===== src/rtl/gpu_isa_pkg.sv =====
// GPU instruction-word layout shared by the encoder and the decode path.
// Field positions live here so that both sides agree on the format.
package gpu_isa_pkg;

  localparam int OPCODE_MSB = 31;
  localparam int OPCODE_LSB = 27;
  localparam int RD_MSB     = 26;
  localparam int RD_LSB     = 23;
  localparam int RS1_MSB    = 22;
  localparam int RS1_LSB    = 19;
  localparam int RS2_MSB    = 18;
  localparam int RS2_LSB    = 15;
  localparam int IMM_MSB    = 11;
  localparam int IMM_LSB    = 0;

  typedef logic [4:0]  opcode_t;
  typedef logic [3:0]  reg_addr_t;
  typedef logic [11:0] imm_t;
  typedef logic [31:0] instr_t;

  typedef enum logic [1:0] {
    ST_IDLE,
    ST_LOAD,
    ST_DONE
  } enc_state_t;

  // Bits [14:12] are reserved and always packed as zero.
  function automatic instr_t pack_instr(opcode_t opcode, reg_addr_t rd,
                                        reg_addr_t rs1, reg_addr_t rs2, imm_t imm);
    instr_t w;
    w = '0;
    w[OPCODE_MSB:OPCODE_LSB] = opcode;
    w[RD_MSB:RD_LSB]         = rd;
    w[RS1_MSB:RS1_LSB]       = rs1;
    w[RS2_MSB:RS2_LSB]       = rs2;
    w[IMM_MSB:IMM_LSB]       = imm;
    return w;
  endfunction

endpackage


===== src/rtl/instruction_encoder_if.sv =====
// Loader-side tuple handshake plus the instruction-memory write port and
// load status of the instruction encoder.
interface instruction_encoder_if #(
  parameter int ADDR_W = 8
);
  import gpu_isa_pkg::*;

  logic              i_start;
  logic [ADDR_W-1:0] i_base_addr;
  logic              i_valid;
  logic              o_ready;
  opcode_t           i_opcode;
  reg_addr_t         i_rd_addr;
  reg_addr_t         i_rs1_addr;
  reg_addr_t         i_rs2_addr;
  imm_t              i_imm;
  logic              i_last;
  logic              o_mem_we;
  logic [ADDR_W-1:0] o_mem_addr;
  instr_t            o_mem_wdata;
  logic              o_busy;
  logic              o_done;
  logic [ADDR_W:0]   o_count;
  logic              o_overflow;

  modport master (
    output i_start, i_base_addr, i_valid, i_opcode, i_rd_addr, i_rs1_addr,
           i_rs2_addr, i_imm, i_last,
    input  o_ready, o_mem_we, o_mem_addr, o_mem_wdata, o_busy, o_done,
           o_count, o_overflow
  );

  modport slave (
    input  i_start, i_base_addr, i_valid, i_opcode, i_rd_addr, i_rs1_addr,
           i_rs2_addr, i_imm, i_last,
    output o_ready, o_mem_we, o_mem_addr, o_mem_wdata, o_busy, o_done,
           o_count, o_overflow
  );

endinterface


===== src/rtl/instruction_encoder.sv =====
// Packs accepted field tuples into instruction words and writes them to
// consecutive instruction-memory addresses, one registered write per accept.
module instruction_encoder
  import gpu_isa_pkg::*;
#(
  parameter int ADDR_W = 8
) (
  input logic                   i_clk,
  input logic                   i_rst,
  instruction_encoder_if.slave  bus
);

  enc_state_t        r_state, w_state_nxt;
  logic [ADDR_W-1:0] r_ptr;
  logic [ADDR_W:0]   r_count;
  logic              r_overflow;
  logic              r_we;
  logic [ADDR_W-1:0] r_addr;
  instr_t            r_wdata;

  logic w_accept;
  logic w_at_top;
  logic w_ready;
  logic w_busy;
  logic w_done;

  assign w_accept = bus.i_valid && w_ready;
  assign w_at_top = &r_ptr;

  always_comb begin
    w_state_nxt = r_state;
    w_ready     = 1'b0;
    w_busy      = 1'b1;
    w_done      = 1'b0;
    case (r_state)
      ST_IDLE: begin
        w_busy = 1'b0;
        if (bus.i_start) w_state_nxt = ST_LOAD;
      end
      ST_LOAD: begin
        w_ready = 1'b1;
        // The top word is still written, but the load ends there rather than wrapping.
        if (bus.i_valid && (bus.i_last || w_at_top)) w_state_nxt = ST_DONE;
      end
      ST_DONE: begin
        w_done      = 1'b1;
        w_state_nxt = ST_IDLE;
      end
      default: w_state_nxt = ST_IDLE;
    endcase
  end

  always_ff @(posedge i_clk or posedge i_rst) begin
    if (i_rst) r_state <= ST_IDLE;
    else       r_state <= w_state_nxt;
  end

  always_ff @(posedge i_clk or posedge i_rst) begin
    if (i_rst) begin
      r_ptr      <= '0;
      r_count    <= '0;
      r_overflow <= 1'b0;
      r_we       <= 1'b0;
      r_addr     <= '0;
      r_wdata    <= '0;
    end else begin
      r_we <= w_accept;
      if (r_state == ST_IDLE && bus.i_start) begin
        r_ptr      <= bus.i_base_addr;
        r_count    <= '0;
        r_overflow <= 1'b0;
      end
      if (w_accept) begin
        r_addr  <= r_ptr;
        r_wdata <= pack_instr(bus.i_opcode, bus.i_rd_addr, bus.i_rs1_addr,
                              bus.i_rs2_addr, bus.i_imm);
        r_ptr   <= r_ptr + ADDR_W'(1);
        r_count <= r_count + (ADDR_W+1)'(1);
        if (w_at_top && !bus.i_last) r_overflow <= 1'b1;
      end
    end
  end

  assign bus.o_ready     = w_ready;
  assign bus.o_busy      = w_busy;
  assign bus.o_done      = w_done;
  assign bus.o_mem_we    = r_we;
  assign bus.o_mem_addr  = r_addr;
  assign bus.o_mem_wdata = r_wdata;
  assign bus.o_count     = r_count;
  assign bus.o_overflow  = r_overflow;

endmodule

===== src/flat_wrapper.sv =====
// flat-port wrapper written by rule: the top's interface ports become plain ports
module instruction_encoder_flat import gpu_isa_pkg::*;
#(
  parameter int ADDR_W = 8
)
  (i_clk, i_rst, bus_i_start, bus_i_base_addr, bus_i_valid, bus_i_opcode, bus_i_rd_addr, bus_i_rs1_addr, bus_i_rs2_addr, bus_i_imm, bus_i_last, bus_o_ready, bus_o_mem_we, bus_o_mem_addr, bus_o_mem_wdata, bus_o_busy, bus_o_done, bus_o_count, bus_o_overflow);
  instruction_encoder_if #(.ADDR_W(ADDR_W)) bus_i ();
  input logic i_clk;
  input logic i_rst;
  input wire logic [$bits(bus_i.i_start)-1:0] bus_i_start;
  input wire logic [$bits(bus_i.i_base_addr)-1:0] bus_i_base_addr;
  input wire logic [$bits(bus_i.i_valid)-1:0] bus_i_valid;
  input wire logic [$bits(bus_i.i_opcode)-1:0] bus_i_opcode;
  input wire logic [$bits(bus_i.i_rd_addr)-1:0] bus_i_rd_addr;
  input wire logic [$bits(bus_i.i_rs1_addr)-1:0] bus_i_rs1_addr;
  input wire logic [$bits(bus_i.i_rs2_addr)-1:0] bus_i_rs2_addr;
  input wire logic [$bits(bus_i.i_imm)-1:0] bus_i_imm;
  input wire logic [$bits(bus_i.i_last)-1:0] bus_i_last;
  output wire logic [$bits(bus_i.o_ready)-1:0] bus_o_ready;
  output wire logic [$bits(bus_i.o_mem_we)-1:0] bus_o_mem_we;
  output wire logic [$bits(bus_i.o_mem_addr)-1:0] bus_o_mem_addr;
  output wire logic [$bits(bus_i.o_mem_wdata)-1:0] bus_o_mem_wdata;
  output wire logic [$bits(bus_i.o_busy)-1:0] bus_o_busy;
  output wire logic [$bits(bus_i.o_done)-1:0] bus_o_done;
  output wire logic [$bits(bus_i.o_count)-1:0] bus_o_count;
  output wire logic [$bits(bus_i.o_overflow)-1:0] bus_o_overflow;
  assign bus_i.i_start = bus_i_start;
  assign bus_i.i_base_addr = bus_i_base_addr;
  assign bus_i.i_valid = bus_i_valid;
  assign bus_i.i_opcode = bus_i_opcode;
  assign bus_i.i_rd_addr = bus_i_rd_addr;
  assign bus_i.i_rs1_addr = bus_i_rs1_addr;
  assign bus_i.i_rs2_addr = bus_i_rs2_addr;
  assign bus_i.i_imm = bus_i_imm;
  assign bus_i.i_last = bus_i_last;
  assign bus_o_ready = bus_i.o_ready;
  assign bus_o_mem_we = bus_i.o_mem_we;
  assign bus_o_mem_addr = bus_i.o_mem_addr;
  assign bus_o_mem_wdata = bus_i.o_mem_wdata;
  assign bus_o_busy = bus_i.o_busy;
  assign bus_o_done = bus_i.o_done;
  assign bus_o_count = bus_i.o_count;
  assign bus_o_overflow = bus_i.o_overflow;
  instruction_encoder #(.ADDR_W(ADDR_W)) u_core (.i_clk(i_clk), .i_rst(i_rst), .bus(bus_i));
endmodule

===== config.mk =====
export PLATFORM = sky130hd
export DESIGN_NAME = instruction_encoder_flat
export DESIGN_NICKNAME = d
export VERILOG_FILES = /design/src/rtl/gpu_isa_pkg.sv /design/src/rtl/instruction_encoder_if.sv /design/src/rtl/instruction_encoder.sv /design/src/flat_wrapper.sv
export SDC_FILE = /design/constraint.sdc
export NUM_CORES = 1
export LEC_CHECK = 0
export CORE_UTILIZATION = 47
export CTS_CLUSTER_DIAMETER = 100
export DETAILED_ROUTE_END_ITERATION = 7
export PLACE_DENSITY = 0.86
export SYNTH_ARGS = -nofsm -noshare
export SYNTH_HDL_FRONTEND = slang
export SYNTH_SLANG_ARGS = --single-unit

===== constraint.sdc =====
create_clock -name i_clk -period 3.5 [get_ports i_clk]
set_clock_uncertainty 0.15 [all_clocks]
set_input_delay 0.875 -clock i_clk [delete_from_list [all_inputs] [get_ports i_clk]]
set_output_delay 0.875 -clock i_clk [all_outputs]
set_load 0.01 [all_outputs]

# Word-level counts from Yosys, hierarchy flattened
# Cells that the tools add are included.
# classes
add_sub_neg	2
eq_ne	4
muxes	13
reduce_logical	10
# ops
op	count
two-way mux 9 bit	2
two-way mux 8 bit	2
adder 9 x 1 -> 9 bit, second input constant	1
adder 8 x 1 -> 8 bit, second input constant	1
AND reduction 8 bit	1
two-way mux 1 bit	6
logical AND 1 bit	4
two-way mux 2 bit	2
one-hot mux 2 bit (2 select lines)	1
== test 2 x 1 -> 1 bit, second input constant	1
== test 2 bit, second input constant	1
logical NOT 2 bit	1
inequality test 2 x 1 -> 1 bit, second input constant	1
inequality test 2 bit, second input constant	1
AND reduction 2 bit	1
nonzero test 2 bit	1
logical NOT 1 bit	1
logical OR 1 bit	1
# word_totals
ff_bits	58
input_bits	42
out_inout_bits	54
word_cells	36

# Longest topological paths before layout
# logic_depth
ltp_word	5
ltp_mapped	5
depth_no_buf	4

# Least setup slack after synthesis
# OpenSTA, ideal clock, no wires.
# synth_path
kind	in2reg
startpoint	input port bus_i_start
endpoint	register u_core.r_ptr[4]
setup_ns	0.126
t_arrival_ns	1.776
required_ns	3.224
setup_slack_ns	1.448
path_stages	3
path_buffers	0
path_cell_list	or3b_4 -> mux2_2 -> a221o_1
# synth_via
elab_chain_len	2
# synth_lines
item	line_no	rtl
start, declared	flat_wrapper.sv:10	input wire logic [$bits(bus_i.i_start)-1:0] bus_i_start;
logical AND 1 bit	instruction_encoder.sv:68	if (r_state == ST_IDLE && bus.i_start) begin
nonzero test 2 bit (no source line)	-	
end signal, assigned	instruction_encoder.sv:69	r_ptr <= bus.i_base_addr;
end signal, assigned	instruction_encoder.sv:77	r_ptr <= r_ptr + ADDR_W'(1);
end, declared	instruction_encoder.sv:14	logic [ADDR_W-1:0] r_ptr;
# Every way passes these cells.
# A chain may end at the register's enable or synchronous reset.

# Worst setup path in the final report
# layout_path
startpoint	register u_core.r_state[1]
endpoint	output port bus_o_ready
# layout_via
elab_chain_len	2
# layout_lines
item	line_no	rtl
start, declared	instruction_encoder.sv:13	enc_state_t r_state, w_state_nxt;
start signal, assigned	instruction_encoder.sv:55	else r_state <= w_state_nxt;
== test 2 x 1 -> 1 bit	instruction_encoder.sv:35	case (r_state)
two-way mux 1 bit	instruction_encoder.sv:35	
end, declared	flat_wrapper.sv:19	output wire logic [$bits(bus_i.o_ready)-1:0] bus_o_ready;
# Every way passes these cells.

==> results by group <==
GRT
  – Tot GR Track Use: 24.32%
  – Vias in the first global route: 2,237
  – Gr ovfl total: 0
  – First-pass GRT wire length: 10.18 mm
  – Pin count of the biggest net entering global routing: 27
  – Initial antenna violation count: 0

Worst setup path
  – WP data arrival: 1650 ps
  – Slowest Stage Delay on Critical Path: about 530 ps
  – Type of the worst setup path: reg2out
  – Crit start category: register
  – Crit path capture type: output port
  – CP max stage cell: clkdlybuf4s50_1
  – CP cell instances: nand2b_1 > inv_1 > clkdlybuf4s50_1
  – Critical path required time: 2470 ps
  – Max FO, Critical Path: 7

Synthesis
  – Commonest register cell after synthesis: dfrtp_1
  – Area contributors post-synth: dfrtp_1, nand2_1, mux2i_1, a221o_1, nand3_1
  – Synth cell count leaders: nand2_1, dfrtp_1, nand3_1, mux2i_1, o21ai_0
  – Simple-Gate Fraction of Synth Area: 26.87%
  – Number of flops mapped to enable cells by yosys: 0
  – Post-synthesis mux area share: 3.649%
  – Most common cell in the synthesized netlist: nand2_1
  – Largest family of logic cells by synthesized area: simple AND/OR/NAND/NOR gates
  – Synth Area in Adders: 0.9862%
  – Synth Register Bits: 58
  – Xor/xnor share of the synthesized area: 0%
  – Synthesized area per cell: ~9.3 sq um
  – Compound-Gate Fraction of Synth Area: 7.249%
  – Post-synth top area share: around 57%
  – Synth cell types: 40
  – Yosys top cell by area: dfrtp_1
  – YS warnings: 0
  – Post-synthesis async set-or-reset flop share: 100.0%
  – Cell area after synthesis: 2537 sq um
  – Mapped Cells: 274
  – Post-synthesis sequential area ratio: approximately 57%

Cells and area
  – Fill count: 418
  – Area growth, synth to finish: 47.14%
  – Final Net Count: approximately 410
  – Share of layout cells above drive strength 1: 8.000%
  – Inserted Diodes: 0

Timing
  – Hold Slack: ~330 ps
  – Final hold vios: 0
  – Final setup violation count: 0
  – Minimum clock period: about 2700 ps
  – Slew Viols, Final: 0
  – RSZ-0062 raised after global routing: false
  – Setup TNS Final: 0 ps
  – Max Clock Freq: 0.3739 GHz
  – Final Cycle Share: 76.42%

Clock tree
  – Clk sink count: 58
  – CTS buffer count: 9
  – Bufs on Longest Clock Path: 2
  – CTS root buf: clkbuf_8
  – Post-CTS Resized: 0
  – Worst-Skew Late Latency: between 300 and 400 ps
  – CTS tree: done
  – Post-CTS Setup Bufs: 0
  – Hold Buf Count CTS: 0
  – H-tree Lvls: 3
  – CTS clk-pin slew, worst paths: 70 ps

Routing
  – Overall routed net length: approximately 6.3 mm
  – Vias/cell: between 5 and 6
  – # DRC: 0
  – DR iter-0 viols: 236
  – Routed vias: approximately 2,300
  – Drt pass-1 iters: 4
  – Post-detailed-route count of antenna-violating nets: 0
  – Routed WL per cell: 14.09 um

Power
  – Peak VDD IR: 0.4987 mV
  – Total power draw: 3051 uW
  – Psw: 1085 uW
  – Pwr dens: 817.0 nW/um^2
  – Leakage power: around 0.0017 uW
  – P_int: ~2000 uW
  – Combinational power share: 41.1%
  – Sequential cell fraction of total power: 38.4%
  – Sw Ratio: 35.58%
  – Clock group share of total power: 20.5%

Floorplan
  – I/O pins: 96
  – Initial Util: 49.37%
  – Die height: 75.48 um
  – Die Area: 5696 sq um
  – Core Rows: 26
  – Die Wd: 75.48 um
  – Core ar.: 5140 sq um

Run
  – Max-Cap Viols: 0

Outcome
  – Status: complete, no violations

Placement
  – Port bufs: approximately 90
  – Post-DP HPWL: 4.388 mm
  – Gpl congestion: approximately 0.83

Worst hold path
  – Worst min path class: reg2reg
[sequential cells by signal (all words and copies together), names as in the netlist]
signal	flops
u_core.bus.o_count	9
u_core.bus.o_mem_addr	8
u_core.bus.o_mem_wdata	29
u_core.bus.o_mem_we	1
u_core.bus.o_overflow	1
u_core.r_ptr	8
u_core.r_state	2
[area by class of cell]
class,count,area (sq um),share of cell area (%)
Tap cell,70,87.58,2.346
Timing Repair Buffer,99,973.4,26.07
Clock buffer,10,137.6,3.686
Inverter,6,22.52,0.6032
Sequential cell,58,1451,38.87
Multi-Input combinational cell,196,994.7,26.64
Clock inverter,6,66.31,1.776
[kinds of logic (layout without fill, tap and decap cells)]
group	Yosys count	in the layout
AOI/OAI and AO/OA	24	24
adders and majority gates	2	2
buffers and inverters	22	121
DFF	58	58
muxes	9	9
other	1	3
and+or+nand+nor	158	158
[critical path: cells and delay by family, from the launching register on]
family / cells / cell delay, ps
flops: 1 / 450
buf+inv: 2 / 620
simple gates: 1 / 260
[placed cells by master, fill, tap and decap left out, types with 2 or more instances in the layout]
cell type,Yosys,final
a31oi_1,3,3
clkinvlp_4,0,3
nor3_1,5,5
dfrtp_1,58,58
nand2_1,121,121
nand3_1,8,8
o311ai_0,2,2
clkbuf_8,0,10
mux2_2,2,2
nor4_1,4,4
and3_1,4,4
o21ai_0,6,6
inv_2,1,2
inv_1,5,4
conb_1,1,3
a221o_1,4,4
nor2_1,5,5
mux2i_1,7,7
nor3b_1,2,2
clkdlybuf4s50_1,0,92
ha_1,2,2
buf_4,3,7
[stage by stage]
| stage | cell area [sq um] | cells | utilization, % | setup slack (ps) |
|---|---|---|---|---|
| finish | 3734 | 445 | 72.64 | 825.2 |
| CTS | 3734 | 445 | 72.64 | 821.9 |
| global placement | 3530 | 429 | 68.67 | 719.8 |
| detailed placement | 3530 | 429 | 68.67 | 672.3 |
| global route | 3734 | 445 | 72.64 | 747.0 |
| floorplan | 2545 | 276 | - | 1047 |
[per-layer routing]
metal | track usage (%) | up-vias | routed length [um]
li1 | - | 1101 | -
met2 | 42.26 | 92 | 3137
met5 | 0 | - | 0
met1 | 29.94 | 1114 | 2615
met3 | 4.630 | 10 | 417
met4 | 9.877 | 0 | 99
[power groups by stage]
| stage | combinational (uW) | clock, uW | sequential, uW |
|---|---|---|---|
| after detailed placement | 1260 | 0 | 1180 |
| final | 1260 | 625 | 1170 |
| after global placement | 1220 | 0 | 1170 |
| after global routing | 1390 | 660 | 1210 |
| after floorplan | 519 | 0 | 1240 |
| after CTS | 1270 | 628 | 1170 |
[worst paths after layout]
check / start / endpoint / slack, ps / cells past startpoint
worst max-delay path: u_core.r_state[1] / bus_o_ready / 830 / 3
worst min-delay path: u_core.bus.o_mem_wdata[0] / u_core.bus.o_mem_wdata[0] / 330 / 2
min in group asynchronous: i_rst / u_core.bus.o_mem_wdata[5] / 710 / 2
worst max register to register: u_core.r_state[1] / u_core.r_ptr[3] / 1570 / 5
worst min register to register: u_core.bus.o_mem_wdata[0] / u_core.bus.o_mem_wdata[0] / 330 / 2
max in group asynchronous: i_rst / u_core.r_ptr[3] / 1840 / 3
No activity file was read; power rests on OpenSTA's default activity.
==> edit 1: new RTL, same settings <==
Make the reset (`i_rst`) synchronous in 2 clocked blocks.
--- a/src/rtl/instruction_encoder.sv
+++ b/src/rtl/instruction_encoder.sv
@@ -50,12 +50,12 @@
     endcase
   end
 
-  always_ff @(posedge i_clk or posedge i_rst) begin
+  always_ff @(posedge i_clk) begin
     if (i_rst) r_state <= ST_IDLE;
     else       r_state <= w_state_nxt;
   end
 
-  always_ff @(posedge i_clk or posedge i_rst) begin
+  always_ff @(posedge i_clk) begin
     if (i_rst) begin
       r_ptr      <= '0;
       r_count    <= '0;
Function: differs if i_rst is asserted again (counterexample within 4 cycles, from zero or initial values and one cycle with i_rst high); with i_rst held inactive, the same outputs for 10 cycles.
==> edit 1 against the unedited design <==
Final cell count up 2.2%. Area after synthesis down 4.0%. Critical path depth unchanged. Design area down 6.6%. First-iteration DRC count down 43%. Fmax down 1.7%. Worst setup slack worse by 45 ps. Critical path type unchanged. Die area down 3.9%. Sequential share of layout area down 5.6 points. Routed wire length down 4.0%. Sequential cell count unchanged.
Power is not compared: it rests on default switching activity, and its combinational part moved more than twofold at a synthesized area within 25%.
==> edit 1: results (changes against the unedited design) <==
Power and ir drop
  – Peak supply drop: roughly 0.00029 V

Logic synthesis
  – Synth unique cells: 49 (+23%)
  – Compound-Gate Fraction of Synth Area: 19.00% (+12 points)
  – Top cell type's share of synthesized area: 47.66% (-9.5 points)
  – Sequential fraction of the synthesis area: 47.66% (-9.5 points)
  – Top post-synthesis cells by count: nand2_1 (82), dfxtp_1 (58), a21oi_1 (49), nor2_1 (15), buf_2 (9)
  – Mux contribution to synthesized area: 0% (-3.6 points)
  – Main synth FF type: dfxtp_1
  – Most area-consuming cells after synthesis: dfxtp_1 (48%), nand2_1 (13%), a21oi_1 (10%)
  – Mean Syn Cell Area: 8.175 sq um (-12%)
  – Post-synthesis adder-cell area fraction: 1.027% (+0.041 points)
  – FFs w/ async S/R, synth: 0% (-100 points)

Detailed routing
  – WL per Instance: 13.23 um (-6.1%)
  – Total wire length: 6.021 mm (-4.0%)
  – DRT Pass-1 Iters: 5 (+1)
  – Vias post-DR: 2366 (+2.1%)

Place
  – Cell count after placement: 439 (+2.3%)
  – Final GP Congestion: 0.7982 (-4.2%)
  – PortBufs: 92 (unchanged)
  – Pre-CTS WS: 572.8 ps (-99.53 ps)

GRT
  – Vias in the first global route: 2095 (-6.3%)
  – Tot GR Track Use: 22.36% (-2.0 points)
  – Largest net degree at the start of global routing: 52 (+93%)
  – First-pass GRT wire length: 9.335 mm (-8.3%)

Layout
  – Final net count: 427 (+3.1%)
  – #MultiIn Comb: 213 (+8.7%)
  – Non-CTS inverters: 4 (-2)
  – Fillers: 397 (-5.0%)
  – Sequential share of cell area: 33.31% (-5.6 points)
  – Seq_cells: 58 (unchanged)
  – Final-layout clock buffer total: 11 (+1)
  – Layout cells sized above 1: 7.990% (-0.010 points)
  – Area occupied by multi-input gates: 1101 sq um (+11%)
  – Final clock-cell share: 4.917% (-0.55 points)
  – Non-clk buf share: 27.35% (+1.3 points)
  – Bufs w/o clock: 97 (-2.0%)

Clocking
  – Clock Tree Root: clkbuf_8
  – Clock tree buffer depth: 2 (unchanged)
  – Clock slew at reported path FFs: 60 ps
  – TritonCTS Buffers: 9 (unchanged)

Status
  – Outcome: complete, no violations

Critical path
  – CP max stage delay: 570 ps (+40 ps)
  – Slowest-stage cell, CP: dfxtp_1
  – Critical path's top delay family: buffers and inverters
  – Worst Path Arrival: 1700 ps (+50 ps)
  – Largest fanout on the critical path: 10 (+3)
[edit 1: per-layer routing]
metal  routed length, um  GRT usage, %
met4                 107         9.188
met2                2828         36.36
met3                 524         7.317
met1                2561         27.32
met5                   0             0
[edit 1: path summary, 6_finish.rpt]
path / endpoint / cells past startpoint / slack [ps] / startpoint
worst max register to register: u_core.bus.o_count[2] / 4 / 1390 / u_core.r_state[1]
worst min-delay path: u_core.bus.o_mem_wdata[24] / 2 / 300 / u_core.bus.o_mem_wdata[24]
worst max-delay path: bus_o_ready / 3 / 780 / u_core.r_state[0]
worst min register to register: u_core.bus.o_mem_wdata[24] / 2 / 300 / u_core.bus.o_mem_wdata[24]
[edit 1: metrics by stage]
step	instance area (sq um)	hold WS (ps)	power, uW
after detailed placement	3314	295.7	948.8
after global placement	3314	291.0	944.9
final	3486	300.8	1466
after floorplan	2444	312.8	844.6
after CTS	3486	304.2	1473
after global routing	3486	319.6	1529
==> edit 2: new RTL, same settings <==
Without the edit above. `ADDR_W` is set to 8 in 3 places; all go to 7.
--- a/src/rtl/instruction_encoder_if.sv
+++ b/src/rtl/instruction_encoder_if.sv
@@ -1,7 +1,7 @@
 // Loader-side tuple handshake plus the instruction-memory write port and
 // load status of the instruction encoder.
 interface instruction_encoder_if #(
-  parameter int ADDR_W = 8
+  parameter int ADDR_W = 7
 );
   import gpu_isa_pkg::*;
 
--- a/src/rtl/instruction_encoder.sv
+++ b/src/rtl/instruction_encoder.sv
@@ -3,7 +3,7 @@
 module instruction_encoder
   import gpu_isa_pkg::*;
 #(
-  parameter int ADDR_W = 8
+  parameter int ADDR_W = 7
 ) (
   input logic                   i_clk,
   input logic                   i_rst,
--- a/src/flat_wrapper.sv
+++ b/src/flat_wrapper.sv
@@ -1,7 +1,7 @@
 // flat-port wrapper written by rule: the top's interface ports become plain ports
 module instruction_encoder_flat import gpu_isa_pkg::*;
 #(
-  parameter int ADDR_W = 8
+  parameter int ADDR_W = 7
 )
   (i_clk, i_rst, bus_i_start, bus_i_base_addr, bus_i_valid, bus_i_opcode, bus_i_rd_addr, bus_i_rs1_addr, bus_i_rs2_addr, bus_i_imm, bus_i_last, bus_o_ready, bus_o_mem_we, bus_o_mem_addr, bus_o_mem_wdata, bus_o_busy, bus_o_done, bus_o_count, bus_o_overflow);
   instruction_encoder_if #(.ADDR_W(ADDR_W)) bus_i ();
Interface: changed (resized bus_i_base_addr, bus_o_count and bus_o_mem_addr); port bits go from 96 to 93. No check against the original RTL was run, so the function may have changed too.
==> edit 2 against the unedited design <==
Total power is 11% lower. Sequential power decreased by 5%. Critical path depth unchanged. Die area down 4.6%. Area after synthesis shrank 4.7%. Via count down 9.2%. Design area shrank 7.3%. Global-route usage decreased by 2.2 points. Worst setup slack worse by 40 ps. Critical endpoint unchanged. Sequential cell count down 3. Critical path type unchanged. Routed wire length fell by 12%. First-iteration DRC count decreased by 50%. Largest power group unchanged.
==> edit 2: results (changes against the unedited design) <==
Logic synthesis
  – Sequential fraction of the synthesis area: 56.91% (-0.29 points)
  – FFs w/ async S/R, synth: 100.0% (unchanged)
  – Gate Count Post-Synth: 259 (-5.5%)
  – Top post-synthesis cells by count: nand2_1 (119), dfrtp_1 (55), buf_1 (6), nor2_1 (6)
  – Synth unique cells: 42 (+5.0%)
  – Most area-consuming cells after synthesis: dfrtp_1 (57%), nand2_1 (18%), a221o_1 (2.1%)
  – Main synth FF type: dfrtp_1
  – Yosys synthesis warning count: 0 (unchanged)

Place
  – Final GP Congestion: 0.7724 (-7.3%)
  – PortBufs: 89 (-3.3%)
  – Final HPWL from detailed placement: 3.867 mm (-12%)
  – Dpl cell area: 3346 sq um (-5.2%)

GRT
  – First-pass GRT wire length: 9.246 mm (-9.1%)
  – Tot GR Track Use: 22.16% (-2.2 points)
  – Largest net degree at the start of global routing: 58 (+110%)
  – Initial antenna violation count: 0 (unchanged)
  – Vias in the first global route: 2048 (-8.4%)

Clocking
  – TritonCTS Buffers: 5 (-4)
  – H-tree levels: 2 (-1)
  – Clock slew at reported path FFs: 90 ps (+20 ps)
  – # Post-CTS Setup Buffers: 0 (unchanged)
  – Post-CTS sizing: 0 (unchanged)
  – Clk_lat worst skew: 310 ps (-20 ps)
  – Clock tree buffer depth: 2 (unchanged)

Critical path
  – Critical path's top delay family: buffers and inverters
  – Reg2Reg Depth: 5 (unchanged)
  – Worst Path Arrival: 1690 ps (+40 ps)
  – Largest fanout on the critical path: 9 (+2)

Layout
  – Final net count: 389 (-6.0%)
  – Fillers: 375 (-10%)
  – Layout Cells excl Fill: 414 (-7.0%)
  – ANT cells: 0 (unchanged)
  – FF+latch area: 1376 sq um (-5.2%)
  – Layout cells sized above 1: 6.340% (-1.7 points)

Detailed routing
  – WL per Instance: 13.36 um (-5.2%)
  – Initial DRC count: 119 (-50%)
  – Vias per cell: 5.082 (-2.4%)
  – DRT Pass-1 Iters: 5 (+1)

Hold path
  – HP Class: register to register

Power and ir drop
  – Peak supply drop: 0.0004225 V (-15%)
  – Leakage: 0.001658 uW (-4.8%)

Status
  – Outcome: complete, no violations

STA
  – Measured slew at the worst slew-check pin: around 550 ps
[edit 2: where the power goes]
part	internal, uW	total (uW)	switching [uW]
clock network	217	430	213
registers	897	1110	210
logic	640	1170	534
[edit 2: layout make-up]
| cell class | count | share of cell area [%] |
|---|---|---|
| inverter | 4 | 0.4337 |
| timing repair buffer | 93 | 26.60 |
| multi-input combinational | 187 | 27.43 |
| sequential | 55 | 39.75 |
| clock inverter | 3 | 1.373 |
| tap | 67 | 2.421 |
| clock buffer | 5 | 1.988 |
[edit 2: stage by stage]
stage	hold WS [ps]	worst slack, ps
global route	357.4	688.2
finish	328.0	785.4
CTS	334.2	770.9
floorplan	339.3	1132
detailed placement	311.6	667.7
global placement	306.4	699.6
[edit 2: final timing paths]
| check | from | slack [ps] | to |
|---|---|---|---|
| max | u_core.r_state[0] | 790 | bus_o_ready |
| min in group asynchronous | i_rst | 760 | u_core.bus.o_mem_wdata[6] |
| max in group asynchronous | i_rst | 1660 | u_core.r_state[1] |
| max reg2reg | u_core.r_state[1] | 1500 | u_core.r_ptr[4] |
| min reg2reg | u_core.bus.o_mem_wdata[5] | 330 | u_core.bus.o_mem_wdata[5] |
| min | u_core.bus.o_mem_wdata[5] | 330 | u_core.bus.o_mem_wdata[5] |
[edit 2: cells by family after synthesis]
group | count (synthesis) | synth area share, %
simple gates | 152 | 27.11
fa+ha+maj | 2 | 1.034
other cells | 1 | 0.1551
compound gates | 22 | 7.191
buf+inv | 19 | 4.138
flops | 55 | 56.91
mux | 8 | 3.466
[edit 2: layer usage]
| metal | up-vias | wire length, um | share of wire, % | GRT usage [%] |
|---|---|---|---|---|
| met1 | 1001 | 2419 | 44 | 28.96 |
| li1 | 1019 | - | - | - |
| met3 | 6 | 342 | 6.2 | 4.527 |
| met5 | - | 0 | 0 | 0 |
| met4 | 0 | 51 | 0.92 | 7.692 |
| met2 | 78 | 2720 | 49 | 36.70 |
[edit 2: worst register-to-register path, stage by stage (launching register included)]
cell and delay, ps:
dfrtp_1 480, nand3b_1 230, inv_2 260, buf_4 370
mux2i_1 120, a221o_1 290
